File: src/rtl/sort_seq_ctrl.sv
// rtl/sort_seq_ctrl.sv - bubble-sort sequencer over N entries with one shared compare-swap unit
//
// Purpose: holds N entry registers and sorts them in descending order (entry 0
// ends largest) using one compare-swap per enabled CMP cycle. Each pass exits
// early if it made no swaps. Provides a start/busy/done handshake and an advance
// gate that lets the sort be stepped one comparison at a time.
//
// Ports:
//   clk       in   1           system clock, rising edge
//   rst       in   1           asynchronous active-high reset
//   start     in   1           load x and begin a sort (taken in IDLE or DONE only)
//   adv       in   1           comparison enable (1 = free-run, pulse = single-step)
//   x         in   N*W         input entries, entry i = x[W*i +: W]
//   s         out  N*W         live entry registers, same packing
//   busy      out  1           high in CMP and PEND
//   done      out  1           high in DONE until the next accepted start
//   cmp_idx   out  IW          left index of the current comparison
//   swap_cnt  out  SW          swaps performed in this sort, saturating

module sort_seq_ctrl #(
  parameter int N = 4,
  parameter int W = 4,
  localparam int IW = $clog2(N),
  localparam int SW = $clog2(N * (N - 1) / 2 + 1)
) (
  input  logic            clk,
  input  logic            rst,
  input  logic            start,
  input  logic            adv,
  input  logic [N*W-1:0]  x,
  output logic [N*W-1:0]  s,
  output logic            busy,
  output logic            done,
  output logic [IW-1:0]   cmp_idx,
  output logic [SW-1:0]   swap_cnt
);

  typedef enum logic [1:0] {
    ST_IDLE,
    ST_CMP,
    ST_PEND,
    ST_DONE
  } state_t;

  localparam logic [IW-1:0] LAST_PASS = IW'(N - 2);
  localparam logic [SW-1:0] SW_MAX    = '1;

  state_t          state_q, state_d;
  logic [W-1:0]    r_q [N];
  logic [W-1:0]    r_d [N];
  logic [IW-1:0]   idx_q, idx_d;
  logic [IW-1:0]   pass_q, pass_d;
  logic            swapped_q, swapped_d;
  logic [SW-1:0]   swap_cnt_q, swap_cnt_d;

  logic [IW-1:0]   idx_nxt;
  logic [IW-1:0]   last_idx;
  logic [W-1:0]    left_v;
  logic [W-1:0]    right_v;

  always_comb begin
    idx_nxt  = idx_q + 1'b1;
    // Each pass bubbles the smallest remaining entry to the tail, so the
    // comparison window shrinks by one per completed pass.
    last_idx = LAST_PASS - pass_q;
    left_v   = r_q[idx_q];
    right_v  = r_q[idx_nxt];
  end

  always_comb begin
    state_d    = state_q;
    r_d        = r_q;
    idx_d      = idx_q;
    pass_d     = pass_q;
    swapped_d  = swapped_q;
    swap_cnt_d = swap_cnt_q;

    case (state_q)
      ST_IDLE, ST_DONE: begin
        if (start) begin
          for (int i = 0; i < N; i++) begin
            r_d[i] = x[W*i +: W];
          end
          idx_d      = '0;
          pass_d     = '0;
          swapped_d  = 1'b0;
          swap_cnt_d = '0;
          state_d    = ST_CMP;
        end
      end

      ST_CMP: begin
        if (adv) begin
          // Strict less-than keeps equal entries in place.
          if (left_v < right_v) begin
            r_d[idx_q]   = right_v;
            r_d[idx_nxt] = left_v;
            swapped_d    = 1'b1;
            if (swap_cnt_q != SW_MAX) begin
              swap_cnt_d = swap_cnt_q + 1'b1;
            end
          end
          if (idx_q == last_idx) begin
            state_d = ST_PEND;
          end else begin
            idx_d = idx_nxt;
          end
        end
      end

      ST_PEND: begin
        if (!swapped_q || (pass_q == LAST_PASS)) begin
          state_d = ST_DONE;
        end else begin
          pass_d    = pass_q + 1'b1;
          idx_d     = '0;
          swapped_d = 1'b0;
          state_d   = ST_CMP;
        end
      end

      default: state_d = ST_IDLE;
    endcase
  end

  always_ff @(posedge clk or posedge rst) begin
    if (rst) begin
      state_q    <= ST_IDLE;
      for (int i = 0; i < N; i++) begin
        r_q[i] <= '0;
      end
      idx_q      <= '0;
      pass_q     <= '0;
      swapped_q  <= 1'b0;
      swap_cnt_q <= '0;
    end else begin
      state_q    <= state_d;
      r_q        <= r_d;
      idx_q      <= idx_d;
      pass_q     <= pass_d;
      swapped_q  <= swapped_d;
      swap_cnt_q <= swap_cnt_d;
    end
  end

  always_comb begin
    s = '0;
    for (int i = 0; i < N; i++) begin
      s[W*i +: W] = r_q[i];
    end
  end

  assign busy     = (state_q == ST_CMP) || (state_q == ST_PEND);
  assign done     = (state_q == ST_DONE);
  assign cmp_idx  = idx_q;
  assign swap_cnt = swap_cnt_q;

endmodule

File: config.mk
export PLATFORM = sky130hd
export DESIGN_NAME = sort_seq_ctrl
export DESIGN_NICKNAME = d
export VERILOG_FILES = /design/src/rtl/sort_seq_ctrl.sv
export SDC_FILE = /design/constraint.sdc
export NUM_CORES = 1
export LEC_CHECK = 0
export BUFFER_PORTS_ARGS = -buffer_cell sky130_fd_sc_hd__buf_4
export CAP_MARGIN = 25
export CORE_AREA = 5 5 68 70
export DETAILED_ROUTE_END_ITERATION = 16
export DIE_AREA = 0 0 73 75
export PLACE_DENSITY = 0.75
export SYNTH_ARGS = -nofsm -noshare
export SYNTH_HDL_FRONTEND = slang
export SYNTH_SLANG_ARGS = --single-unit
File: constraint.sdc
create_clock -name clk -period 7.64 [get_ports clk]
set_clock_uncertainty 0.2 [all_clocks]
set_input_delay 1.528 -clock clk [delete_from_list [all_inputs] [get_ports clk]]
set_output_delay 1.528 -clock clk [all_outputs]
set_load 0.005 [all_outputs]
Word-level counts from Yosys, hierarchy flattened
Index checks and enable logic that the tools add are counted.

operators by class
  equality and inequality tests = 13
  div/mod/pow operators = 0
  mux-type cells = 38
  reduce and logical (&&, ||, !) cells = 15
  magnitude comparators = 5
  multiply operators = 0
  add/sub/neg operators = 4
  bitwise logic cells = 2
  shift-type cells = 0

operators with widths
  cell                                                                           count
  16-bit two-way mux                                                             3
  16-bit bitwise mux                                                             2
  16-bit case mux with 2 select lines                                            1
  4-bit two-way mux                                                              6
  2-bit two-way mux                                                              9
  4-bit binary-select mux with 2-bit select                                      2
  4-bit demux with 2-bit select                                                  2
  2-bit != test (second input constant)                                          7
  3-bit two-way mux                                                              4
  2-bit case mux with 3 select lines                                             2
  4-bit AND reduction                                                            3
  2-bit equality test (second input constant)                                    3
  3-bit >= comparator (second input constant)                                    2
  3-bit by 1-bit less-than comparator with 1-bit output (second input constant)  2
  2-bit inverter with 3-bit output                                               2
  3-bit case mux with 2 select lines                                             1
  3-bit AND reduction                                                            2
  5-bit AND reduction                                                            1
  2-bit by 1-bit adder with 2-bit output (second input constant)                 2
  4-bit less-than comparator                                                     1
  1-bit two-way mux                                                              4
  2-bit case mux with 2 select lines                                             1
  2-bit nonzero test                                                             2
  3-bit by 1-bit adder with 3-bit output (second input constant)                 1
  other kinds (10)                                                               12

storage, ports and cells
  RAM bits = 0
  input bits = 20
  bits in read-only memories = 0
  memories kept = 0
  bits in latches = 0
  output and inout bits = 23
  flip-flop bits (word level) = 26
  logic and storage cells = 86

Longest topological paths before layout
Gate-level depths: netlist (run 1).

  depth after elaboration = 10
  depth in mapped cells = 11
  gate-level depth less buffers = 10

Least setup slack after synthesis (run 1)
OpenSTA, ideal clock, no wires.

  path kind = reg2reg
  from = reg idx_q[0], in the netlist cmp_idx[0]
  to = reg r_q (netlist bit s[0])
  data required time = 7.315 ns
  cell stages (with the launch flop) = 12
  library setup time = 0.125 ns
  data arrival time = 3.078 ns
  period minus slack after synthesis = 3.403 ns
  path buffers = 1
  path slack = 4.237 ns
  cells stage by stage = dfrtp_1 buf_2 inv_1 ha_1 mux4_2 inv_1 ha_1 a21oi_1 nand2_1 and4bb_4 a22oi_4 mux2_4

between the ends
  word-level cells in the longest chain between the ends = 10
  elaborated cells between the ends (all ways) = 27
  those cells by class = 1 x add/sub; 5 x order compare; 1 x eq/ne; 15 x mux; 2 x bitwise; 3 x reduce/logical

RTL lines
  item                                                                                               line        source
  from (decl)                                                                                        51          logic [IW-1:0] idx_q, idx_d;
  from (signal assigned)                                                                             139         idx_q <= idx_d;
  2-bit by 1-bit adder with 2-bit output / 2-bit inverter with 3-bit output (equally long branches)  62, 66, 96
  2-bit inverter with 3-bit output (implied by the code), or another cell as far along               67, 97
  3-bit >= comparator (implied by the code), or another cell as far along                            97          r_d[idx_nxt] = left_v;
  1-bit logical AND (implied by the code), or another cell as far along                              97
  4-bit two-way mux (implied by the code), or another cell as far along                              97
  4-bit demux with 2-bit select / 16-bit bitwise mux (equally long branches)                         97, 96
  16-bit bitwise mux                                                                                 97
  16-bit two-way mux                                                                                 95          if (left_v < right_v) begin
  16-bit two-way mux                                                                                 93          if (adv) begin
  16-bit case mux with 2 select lines                                                                78          case (state_q)
  to (signal assigned)                                                                               138         r_q <= r_d;
  to (decl)                                                                                          49          logic [W-1:0] r_q [N];

Several ways; a longest one is shown, not always the timed one. The select of a mux whose other input is x is not followed.
A chain may end at the register's enable or synchronous reset.

Final worst setup path (run 1)
  from = reg idx_q[0], in the netlist cmp_idx[0]
  to = reg r_q (netlist bit s[8])

The elaborated chain is that of the path after synthesis.

==> flow_metrics.tcl, run 1 <==
set metrics [dict create \
    finalCritPeriodShare_pct 50.25 \
    grt_usage_pct 19.54 \
    ant_nets 0 \
    area_growth_pct 20.37 \
    grt_max_degree 47 \
    die_h_um 75 \
    syn_avg_cell_area_um2 10.65 \
    final_net_count 272 \
    place_area_um2 2431 \
    grt_pass1_wl_mm 8.190 \
    cts_root_buf "clkbuf_8" \
    crit_buf_inv 2 \
    synth-async-reset-ratio_pct 100.0 \
    routed_wl_mm 4.947 \
    fillCellCount 340 \
    timing.hold.ws_ns 0.3185 \
    endpoint_kind "flip-flop" \
    synthFlopType "dfrtp_1" \
    portBuffers 42 \
    via_count 1696 \
    r2r_setup_slack_ns 3.80 \
    cp.required_ns 7.61 \
    cts_tree "built" \
    synth-edff-count 0 \
    ys_types 36 \
    maxSlewHeadroom_pct 60.86 \
    crit_path_start_kind "flip-flop" \
    antenna_found_initial 0 \
    seq_area_um2 650.6 \
    hold_viol 0 \
    post-route-min-period_ns 3.839 \
    place_congestion 0.9359 \
    reg2regPathDepth 10 \
    rsz0062_at_grt "false" \
    postSynthCellCount 196 \
    crit_path_cell_trace "inv_1 > ha_1 > mux4_2 > inv_1 > ha_1 > a21oi_1 > nand2_1 > and4bb_4 > a22oi_4 > mux2_4" \
    timing.rr.end "s[8]$_DFFE_PP0P_" \
    multiInputGateArea_um2 1354 \
    synth_area_um2 2088 \
    slowest_stage "dfrtp_1" \
    insertion_delay_ns 0.28 \
    yosys_warnings 0 \
    vias_per_cell 5.909 \
    hp-class "flip-flop to flip-flop" \
    fin_util_pct 64.23 \
    hold_path_startpoint "swapped_q$_DFFE_PP0P_" \
    max_cap_viol_count 0 \
    die_w_um 73 \
    drv_slew 0 \
    cts_resized 0 \
    coreArea_um2 3914 \
    regToRegStartpoint "cmp_idx[0]$_DFFE_PP0P_" \
    clockBufferDepth 2 \
    die_area_um2 5475 \
    diodes 0 \
    critPathMaxStageDelay_ns 0.72 \
    cts_max_level 1 \
    drt_first_pass_iters 5 \
    synth_seq_cells 26 \
    ios 43 \
    layout-drive-gt1-share_pct 35.44 \
    cts_num_sinks 26 \
    drtIter0Drc 93 \
    tightest_slew_ns 0.5871 \
    ys_seq_area_share_pct 31.16 \
    path_clk_slew_ns 0.09 \
    synth.net_count 230 \
    finalSetupViolCount 0 \
    grt_overflow 0 \
    cts_setup_buffers 0 \
    arrival_ns 3.81 \
    max_freq_mhz 260.5 \
    crit_cells 10 \
    fin_tns_setup_ns 0 \
    wl_per_cell_um 17.24 \
    drc 0 \
    hpwl_mm 3.708 \
    fin_area_um2 2514 \
    cts_buffers 3 \
    worstHoldPathCells 1 \
    status "completed" \
    start_util_pct 53.36 \
    cts_hold_buf 0 \
    crit_family "multiplexers" \
    grt_pass1_vias 1609 \
    min_to "swapped_q$_DFFE_PP0P_" \
    crit_fanout 14 \
    num_rows 23 \
    worstSetupPathType "flip-flop to flip-flop" \
]
-- metal layers --
metal	global-route usage, %	up-vias	part of all wire, %
met5	0	-	0
met4	6.967	0	1.7
met3	3.204	7	6.0
met2	28.80	58	45
met1	28.95	813	47
li1	-	818	-
-- registers in the layout (all words and copies together), names as in the netlist --
name	flops
swapped_q	1
s	16
state_q	2
cmp_idx	2
pass_q	2
swap_cnt	3
-- synthesized netlist by cell type, types with 2 or more instances --
| library cell | number | share of area [%] |
|---|---|---|
| dfrtp_1 | 26 | 31 |
| nor2_1 | 20 | 3.6 |
| a21oi_1 | 19 | 4.6 |
| a22oi_1 | 17 | 6.1 |
| mux2_4 | 16 | 12 |
| ha_1 | 14 | 8.4 |
| inv_1 | 11 | 2.0 |
| nand2_1 | 10 | 1.8 |
| a22o_1 | 7 | 2.9 |
| mux4_2 | 7 | 7.5 |
| nor2b_1 | 6 | 1.8 |
| nand3_1 | 5 | 1.2 |
| or2_2 | 5 | 1.5 |
| a22oi_4 | 4 | 4.1 |
| clkbuf_1 | 3 | 0.54 |
| buf_6 | 2 | 1.1 |
| mux2_2 | 2 | 1.1 |
| nand2b_1 | 2 | 0.60 |
| o21ai_0 | 2 | 0.48 |
| xor2_1 | 2 | 0.84 |
-- stage by stage --
step / setup slack, ns / instances
after floorplan: 4.237 / 196
after global placement: 3.924 / 282
after detailed placement: 3.824 / 282
after CTS: 3.787 / 286
after global routing: 3.552 / 287
final: 3.801 / 287
-- kinds of logic after synthesis --
kind of cell / after synthesis / synth area share, %
AO/OA/AOI/OAI: 57 / 21.03
multiplexers: 27 / 21.87
adder cells (fa/ha/maj): 14 / 8.388
flip-flops: 26 / 31.16
AND/OR/NAND/NOR: 52 / 12.70
buffers and inverters: 18 / 4.014
XOR/XNOR: 2 / 0.8390
-- final cells by class --
class	count	area share (%)
clock buffers	4	2.190
inverters	11	1.643
multi-input cells	152	53.86
flip-flops and latches	26	25.88
well taps	50	2.489
repair buffers	44	13.94
-- worst register-to-register path, cell delays in order, from the launching register on --
cell      delay [ns]
dfrtp_1         0.72
inv_1           0.18
ha_1            0.44
mux4_2          0.39
inv_1           0.09
ha_1            0.26
a21oi_1         0.36
nand2_1         0.16
and4bb_4        0.44
a22oi_4         0.16
mux2_4          0.34
-- worst max-delay path by stage --
stage                            from          endpoint  slack [ns]
6_report       cmp_idx[0]$_DFFE_PP0P_  s[8]$_DFFE_PP0P_        3.80
5_1_grt        cmp_idx[0]$_DFFE_PP0P_  s[8]$_DFFE_PP0P_        3.55
4_1_cts        cmp_idx[0]$_DFFE_PP0P_  s[8]$_DFFE_PP0P_        3.79
3_5_place_dp   cmp_idx[0]$_DFFE_PP0P_  s[8]$_DFFE_PP0P_        3.82
3_3_place_gp   cmp_idx[0]$_DFFE_PP0P_  s[9]$_DFFE_PP0P_        3.92
2_1_floorplan  cmp_idx[0]$_DFFE_PP0P_  s[0]$_DFFE_PP0P_        4.24
-- cells in the final DEF (no fill, tap or decap) --
| cell type | n |
|---|---|
| buf_4 | 43 |
| nand3_1 | 5 |
| nand2b_1 | 2 |
| a22oi_4 | 4 |
| mux4_1 | 1 |
| a211oi_1 | 1 |
| mux2i_1 | 1 |
| nor3_4 | 1 |
| a31oi_1 | 1 |
| o21ai_0 | 2 |
| mux4_2 | 7 |
| o31ai_1 | 1 |
| and3_1 | 1 |
| a22oi_1 | 17 |
| nand2_1 | 10 |
| o22a_1 | 1 |
| or4_1 | 1 |
| a211o_1 | 1 |
| o22ai_1 | 1 |
| ha_1 | 14 |
| dfrtp_1 | 26 |
| and4bb_4 | 1 |
| a22o_1 | 7 |
| xor2_1 | 2 |
| a21oi_1 | 19 |
| nor2b_1 | 6 |
| buf_16 | 1 |
| o21bai_1 | 1 |
| mux2_4 | 16 |
| clkbuf_8 | 4 |
| mux2_2 | 2 |
| nor2_1 | 20 |
| inv_1 | 11 |
| or2_2 | 5 |
| o211ai_1 | 1 |
Power of run 1 is not shown: default switching activity piles up to over one toggle a cycle in this logic, so the estimate is an artifact.
==> run 2, diff against run 1 <==
--- a/config.mk
+++ b/config.mk
@@ -7,10 +7,10 @@
 export LEC_CHECK = 0
 export BUFFER_PORTS_ARGS = -buffer_cell sky130_fd_sc_hd__buf_4
 export CAP_MARGIN = 25
-export CORE_AREA = 5 5 68 70
+export CORE_AREA = 5 5 71 73
 export DETAILED_ROUTE_END_ITERATION = 16
-export DIE_AREA = 0 0 73 75
-export PLACE_DENSITY = 0.75
+export DIE_AREA = 0 0 76 78
+export PLACE_DENSITY = 0.72
 export SYNTH_ARGS = -nofsm -noshare
 export SYNTH_HDL_FRONTEND = slang
 export SYNTH_SLANG_ARGS = --single-unit
==> constraint.sdc (replaced) <==
create_clock -name clk -period 3.21 [get_ports clk]
set_clock_uncertainty 0.2 [all_clocks]
set_input_delay 0.642 -clock clk [delete_from_list [all_inputs] [get_ports clk]]
set_output_delay 0.642 -clock clk [all_outputs]
set_load 0.005 [all_outputs]
==> flow_metrics.tcl, run 2 (same netlist as run 1, synthesis figures left out) <==
set metrics [dict create \
    path_clk_slew_ns 0.10 \
    place_congestion 0.8823 \
    r2r_setup_slack_ns 0.17 \
    rsz0062_at_grt "false" \
    num_rows 24 \
    max_freq_mhz 328.5 \
    routed_wl_mm 5.194 \
    die_w_um 76 \
    crit_family "multiplexers" \
    maxSlewHeadroom_pct 63.56 \
    insertion_delay_ns 0.28 \
    largest_register_ffs 16 \
    drc 0 \
    cp.required_ns 3.18 \
    fin_tns_setup_ns 0 \
    antenna_found_initial 0 \
    grt_overflow 0 \
    ios 43 \
    crit_buf_inv 2 \
    hpwl_mm 4.080 \
    drv_slew 0 \
    regToRegStartpoint "cmp_idx[0]$_DFFE_PP0P_" \
    dpl.cell_count 289 \
    stdcell_count 294 \
    cp_common_cell "inv_1" \
    arrival_ns 3.02 \
    drt_first_pass_iters 4 \
    cts_buffers 3 \
    critPathMaxStageDelay_ns 0.56 \
    grt_pass1_wl_mm 8.314 \
    die_area_um2 5928 \
    coreArea_um2 4294 \
    post-route-min-period_ns 3.044 \
    clockBufferDepth 2 \
    crit_path_start_kind "flip-flop" \
    cts_root_buf "clkbuf_8" \
    start_util_pct 48.63 \
    ant_nets 0 \
    cts_max_level 1 \
    mostFrequentLayoutCells "buf_4, dfrtp_1, nor2_1" \
    vias_per_cell 5.762 \
    crit_fanout 5 \
    final_net_count 277 \
    area_growth_pct 23.85 \
    die_h_um 78 \
    portBuffers 42 \
    finalSetupViolCount 0 \
    layout-drive-gt1-share_pct 37.60 \
    slowest_stage "mux4_2" \
    wl_per_cell_um 17.67 \
    fillCellCount 378 \
    diodes 0 \
    via_count 1694 \
    seq_area_um2 650.6 \
    hold_viol 0 \
    grt_pass1_vias 1654 \
    reg2regPathDepth 10 \
    finalCritPeriodShare_pct 94.82 \
    grt_usage_pct 17.27 \
    tightest_slew_ns 0.5449 \
    crit_path_cell_trace "inv_1 > ha_4 > mux4_2 > inv_1 > ha_1 > nand3_1 > nand2_1 > and4bb_4 > a22oi_4 > mux2_4" \
    grt_max_degree 27 \
    max_cap_viol_count 0 \
    final_common_cell "buf_4" \
    drtIter0Drc 100 \
    hp-class "input port to asynchronous set/reset pin" \
    multiInputGateArea_um2 1370 \
    timing.rr.end "s[8]$_DFFE_PP0P_" \
    cts_tree "built" \
    status "completed" \
    cts_num_sinks 26 \
    worstSetupPathType "flip-flop to flip-flop" \
    cts_hold_buf 0 \
    endpoint_kind "flip-flop" \
]
-- run 2: worst max path at each step --
stage / end / depth (start not counted) / from
after global placement: s[8]$_DFFE_PP0P_ / 10 / cmp_idx[0]$_DFFE_PP0P_
final: s[8]$_DFFE_PP0P_ / 10 / cmp_idx[0]$_DFFE_PP0P_
after global routing: swap_cnt[0]$_DFFE_PP0P_ / 10 / cmp_idx[0]$_DFFE_PP0P_
after floorplan: s[0]$_DFFE_PP0P_ / 11 / cmp_idx[0]$_DFFE_PP0P_
after CTS: s[8]$_DFFE_PP0P_ / 10 / cmp_idx[0]$_DFFE_PP0P_
after detailed placement: s[9]$_DFFE_PP0P_ / 10 / cmp_idx[0]$_DFFE_PP0P_
-- run 2: routing by layer --
layer | vias up | track usage, % | part of all wire [%]
met5 | - | 0 | 0
met4 | 0 | 5.872 | 1.4
met3 | 6 | 2.546 | 4.3
met2 | 41 | 26.80 | 46
met1 | 819 | 24.58 | 49
li1 | 828 | - | -
-- run 2: what timing repair did --
action,in CTS,in global routing
endpoints found under the setup margin,0,1
gates resized for setup,0,0
setup buffers,0,0
-- run 2: stage by stage --
| step | utilization, % | setup WS, ns | cell area (µm²) | hold WS (ns) |
|---|---|---|---|---|
| floorplan | - | 0.04338 | 2111 | 0.2611 |
| global placement | 57.93 | 0.2175 | 2487 | 0.2786 |
| detailed placement | 57.93 | 0.1617 | 2487 | 0.2848 |
| CTS | 59.59 | 0.1481 | 2559 | 0.3067 |
| global route | 60.23 | 0.03520 | 2586 | 0.08344 |
| finish | 60.23 | 0.1663 | 2586 | 0.07526 |
-- run 2: final cells by class --
| class | instances | area share [%] |
|---|---|---|
| Multi-Input combinational cell | 152 | 52.98 |
| Clock buffer | 3 | 1.597 |
| Clock inverter | 1 | 1.161 |
| Sequential cell | 26 | 25.16 |
| Inverter | 11 | 1.597 |
| Tap cell | 52 | 2.516 |
| Timing Repair Buffer | 49 | 15.00 |
Power of run 2 is left out for the same reason.
